<file path="config.mk">
export PLATFORM = sky130hd
export DESIGN_NAME = chub_arbiter
export DESIGN_NICKNAME = d
export VERILOG_FILES = /design/src/rtl/chub_arbiter.sv
export SDC_FILE = /design/constraint.sdc
export NUM_CORES = 1
export LEC_CHECK = 0
export ABC_AREA = 1
export CAP_MARGIN = 20
export CORE_MARGIN = 4
export CORE_UTILIZATION = 48
export DETAILED_ROUTE_END_ITERATION = 16
export PLACE_DENSITY_LB_ADDON = 0.1
export SYNTH_ARGS = -nofsm -noshare
export SYNTH_HDL_FRONTEND = slang
export SYNTH_SLANG_ARGS = --single-unit
</file>
<file path="constraint.sdc">
create_clock -name clk -period 5.74 [get_ports clk]
set_input_delay 0.861 -clock clk [delete_from_list [all_inputs] [get_ports clk]]
set_output_delay 0.861 -clock clk [all_outputs]
set_load 0.02 [all_outputs]
</file>
<file path="src/rtl/chub_arbiter.sv">
// chub_arbiter: credit-gated round-robin arbiter feeding the cluster hub sd_in port.
// Tracks free slots in the four leaf routers (destination = flit[1:0]) and only grants
// a requester whose target leaf has credit. The winning flit is registered onto sd_out.
// Optional build macro CHUB_ARB_PRIO_EN: requester 0 gets strict priority when eligible.
module chub_arbiter #(
    parameter int unsigned N_REQ    = 4,
    parameter int unsigned CRED_MAX = 4,
    parameter int unsigned CW       = 3
) (
    input  logic                clk,
    input  logic                rst,
    input  logic [N_REQ*20-1:0] req_flit,
    input  logic [N_REQ-1:0]    req_valid,
    output logic [N_REQ-1:0]    req_ready,
    input  logic [3:0]          cred_ret,
    output logic [19:0]         sd_out,
    output logic                sd_out_valid,
    output logic [4*CW-1:0]     cred_cnt,
    output logic                cred_err
);

    localparam int unsigned PW = (N_REQ > 1) ? $clog2(N_REQ) : 1;
    localparam logic [CW-1:0] CredMax = CW'(CRED_MAX);

    logic [CW-1:0]    credit_q [4];
    logic [CW-1:0]    credit_d [4];
    logic [PW-1:0]    ptr_q, ptr_d;
    logic [19:0]      sd_out_q, sd_out_d;
    logic             sd_out_valid_q, sd_out_valid_d;
    logic             cred_err_q, cred_err_d;

    logic [N_REQ-1:0] elig;
    logic             gnt_found;
    logic             gnt_prio;
    logic [PW-1:0]    gnt_idx;
    logic [1:0]       gnt_dest;
    logic             xfer;
    logic [3:0]       dec;
    int               idx;

    // A requester is eligible only if its destination leaf has at least one free slot.
    always_comb begin
        for (int i = 0; i < N_REQ; i++) begin
            elig[i] = req_valid[i] && (credit_q[req_flit[20*i +: 2]] != '0);
        end
    end

    // Pick the first eligible requester at or after ptr, wrapping; optional strict prio on 0.
    always_comb begin
        gnt_found = 1'b0;
        gnt_prio  = 1'b0;
        gnt_idx   = '0;
        idx       = 0;
        for (int k = 0; k < N_REQ; k++) begin
            idx = int'(ptr_q) + k;
            if (idx >= int'(N_REQ)) begin
                idx = idx - int'(N_REQ);
            end
            if (!gnt_found && elig[idx[PW-1:0]]) begin
                gnt_found = 1'b1;
                gnt_idx   = idx[PW-1:0];
            end
        end
`ifdef CHUB_ARB_PRIO_EN
        if (elig[0]) begin
            gnt_found = 1'b1;
            gnt_prio  = 1'b1;
            gnt_idx   = '0;
        end
`endif
    end

    assign gnt_dest  = req_flit[20*int'(gnt_idx) +: 2];
    // Reset masks the grant so nothing is accepted while the hub path is being cleared.
    assign xfer      = gnt_found && !rst;
    assign req_ready = xfer ? ({{(N_REQ-1){1'b0}}, 1'b1} << gnt_idx) : '0;

    // Next-state: register the winning flit, advance ptr, and balance grants vs returns.
    always_comb begin
        ptr_d          = ptr_q;
        sd_out_d       = sd_out_q;
        sd_out_valid_d = 1'b0;
        cred_err_d     = cred_err_q;
        dec            = '0;
        if (xfer) begin
            sd_out_d       = req_flit[20*int'(gnt_idx) +: 20];
            sd_out_valid_d = 1'b1;
            if (!gnt_prio) begin
                ptr_d = (gnt_idx == PW'(N_REQ - 1)) ? '0 : gnt_idx + 1'b1;
            end
        end
        for (int j = 0; j < 4; j++) begin
            dec[j]      = xfer && (gnt_dest == 2'(j));
            credit_d[j] = credit_q[j];
            if (dec[j] && !cred_ret[j]) begin
                credit_d[j] = credit_q[j] - 1'b1;
            end else if (!dec[j] && cred_ret[j]) begin
                // Saturate on a spurious return and flag it rather than wrapping.
                if (credit_q[j] == CredMax) begin
                    cred_err_d = 1'b1;
                end else begin
                    credit_d[j] = credit_q[j] + 1'b1;
                end
            end
        end
    end

    // State registers with synchronous active-high reset.
    always_ff @(posedge clk) begin
        if (rst) begin
            for (int j = 0; j < 4; j++) begin
                credit_q[j] <= CredMax;
            end
            ptr_q          <= '0;
            sd_out_q       <= '0;
            sd_out_valid_q <= 1'b0;
            cred_err_q     <= 1'b0;
        end else begin
            for (int j = 0; j < 4; j++) begin
                credit_q[j] <= credit_d[j];
            end
            ptr_q          <= ptr_d;
            sd_out_q       <= sd_out_d;
            sd_out_valid_q <= sd_out_valid_d;
            cred_err_q     <= cred_err_d;
        end
    end

    // Pack per-leaf credit counters onto the flat output bus.
    always_comb begin
        cred_cnt = '0;
        for (int j = 0; j < 4; j++) begin
            cred_cnt[CW*j +: CW] = credit_q[j];
        end
    end

    assign sd_out       = sd_out_q;
    assign sd_out_valid = sd_out_valid_q;
    assign cred_err     = cred_err_q;

endmodule

</file>
==> run metrics <==
# diodes 0; Avg Inst Size Synth 6.36 um^2; flops & latches, synth 36; most used routing layer in global routing met2; gr usage total 23.9%; crit path time final 5.03 ns; Mapped Area 3230 um^2; number of max-cap violations 0; worst rel slew slack 43.4%; Reg2Reg Setup Slack 1.68 ns; CTS tree yes; max-slew violations 0; post-CTS resize count 0; Core ar. 6460 um^2; Seq pwr share 16.6%; dominant cell type by area after synthesis dfxtp_1; top post-synthesis cells by area dfxtp_1, nand3_1, nand2_1; number of global-route vias before repair 3542; hold depth 2; # nets final 727; worst path arrival time 4.17 ns; Initial DRT Pass Iterations 5; Post-synth EDFFs 0; CTS sink count 36; worst clock skew 0.00649 ns; syn nets 614; Final Hold Viols 0; die width 90.0 um; Max FO, Critical Path 45; vias after detailed routing 3677; total wire length 9770 um; GR Util met1 29.4%; Synthesis Warnings 0; antenna violations before repair 0; Post-Synthesis Cells 508; GR Layer Usage met3 5.59%; die height 90.0 um; PD cells 531 nW/um^2; Worst Path Buf+Inv 5; Least-Margin Pin Slew 0.844 ns; largest net degree at the start of global routing 46; Worst-Skew Late Latency 0.29 ns; Min-Delay Endpoint sd_out[8]; H-tree Lvls 2; global route overflow 0; overall power 2.46 mW; CP max-delay cell clkdlybuf4s50_1; input/output buffers 127; Critical Path Start Type input port; Worst path most repeated cell nand2_1; run status complete, no violations; asr flop ratio synth 0%; maximum vdd drop 283 uV; number of DRC markers in iteration 0 203; routability cong. 0.828; Netlist cell types 32; Clk pwr share 12.8%; Worst R2R End credit_q[0][2]; vias per cell 5.26; share of cells above drive strength 1 7.40%; IO Pins 128; Initial Util 50.0%; DR WL/cell 14.0 um; Fmax achieved 0.199 GHz; die area 8100 um^2; DP Area 4470 um^2; setup TNS 0 ns; CTS Buffer Depth 2; Place WS 0.733 ns; Routed Antenna Nets 0; cell internal pwr 1.19 mW; Rows 29; CP Data Required Time 4.88 ns; crit path kind in2out; met2 usage 41.4%; Worst R2R Path Depth 19; Critical Path, Cell by Cell clkdlybuf4s50_1, inv_1, nand3_1, nand3_1, nand2_1, nand3_2, nand2_1, nand2_1, nand2_1, nand4_4, nand2_4, nand2_4, inv_2, ha_1, inv_1, nor2_1, clkdlybuf4s50_1; clock slew at reported path FFs 0.07 ns; Post-CTS Hold Buffers 0; final cycle utilization of the critical path 87.6%; worst r2r src ptr_q[0]; post-route cell area 4630 um^2; final setup fails 0; Num CTS Buffers 5; DP HPWL 7420 um; Synth top area share 22.3%; combinational power share 70.7%; first-pass GRT wire length 16400 um; synth-to-layout area growth 43.4%; Synth top cells by count nand2_1, nand3_1, inv_1; post-route core utilization 71.7%; Leak 2.18 nW; Clock Tree Root clkbuf_8; worst hold path class reg2reg; critical path's largest stage delay 0.62 ns; count leader, synth nand2_1; Residual DRC 0; sw frac 51.6%; RSZ-0062 raised after global routing false; Worst Hold Launch sd_out[8]; CP delay by family, top simple AND/OR/NAND/NOR gates; Setup crit end kind output pin; most common flop cell mapped by yosys dfxtp_1; Critical Path Stages 17; Setup WS post-layout 0.713 ns; # Post-CTS Setup Buffers 0; Seq/Total Area, Yosys 22.3%; Switch Pwr 1.27 mW
-- routing by layer --
metal | part of all wire (%) | vias to the layer above | wire, um
li1 | - | 1866 | -
met1 | 44 | 1676 | 4300
met4 | 1.4 | 0 | 141
met5 | 0 | - | 0
met2 | 48 | 122 | 4730
met3 | 6.1 | 13 | 593
-- layout make-up --
class                      instances  area [um^2]
tap                               77         96.3
inverter                          76          285
multi-input combinational        371         2070
clock inverter                     3         90.1
clock buffer                       5         68.8
fill                             579         1830
timing repair buffer             131         1300
sequential                        36          721
-- power groups by stage --
stage	clock network (mW)	registers (mW)	logic, mW
6_report	0.313	0.407	1.74
5_1_grt	0.332	0.418	1.96
4_1_cts	0.319	0.406	1.74
3_5_place_dp	0	0.411	1.74
3_3_place_gp	0	0.407	1.68
2_1_floorplan	0	0.476	1.25
-- metrics by stage --
stage	std cells	hold WS (ns)
4_1_cts	699	0.476
3_5_place_dp	691	0.464
5_1_grt	699	0.493
3_3_place_gp	691	0.457
6_report	699	0.471
2_1_floorplan	508	0.545
-- cell families after synthesis --
kind of cell               count (synthesis)  share of synthesized area (%)
buffers and inverters                    101                           13.7
adders and majority gates                 16                           7.13
DFF                                       36                           22.3
and+or+nand+nor                          318                           50.2
AOI/OAI and AO/OA                         36                           6.20
xor gates and xnor gates                   1                          0.504
-- cells in the final DEF (no fill, tap or decap), drive strengths merged, types with 5 or more instances in the layout --
| cell | synthesis | routed |
|---|---|---|
| a21oi | 17 | 17 |
| clkbuf | 3 | 5 |
| clkdlybuf4s50 | 0 | 127 |
| dfxtp | 36 | 36 |
| ha | 12 | 12 |
| inv | 75 | 75 |
| nand2 | 137 | 137 |
| nand3 | 115 | 115 |
| nand3b | 36 | 36 |
| nor2 | 20 | 20 |
| o21ai | 15 | 15 |
-- worst max path at each step --
stage            startpoint              to  slack [ns]
4_1_cts        req_flit[40]    req_ready[1]        0.73
6_report       req_flit[60]    req_ready[1]        0.71
3_3_place_gp   req_flit[40]    req_ready[3]        0.86
2_1_floorplan  req_flit[60]  credit_q[2][2]        2.40
5_1_grt        req_flit[40]    req_ready[1]        0.46
3_5_place_dp   req_flit[40]    req_ready[1]        0.73
-- worst min-delay path: stages, from the launching register on --
cell     delay (ns)
dfxtp_1        0.31
nand3_1        0.07
nand2_1        0.05
-- sequential cells by signal, summed over array words and instances, names as in the netlist --
signal	count
sd_out	20
cred_err	1
credit_q	12
sd_out_valid	1
ptr_q	2
Power figures use the tool's default switching activity.
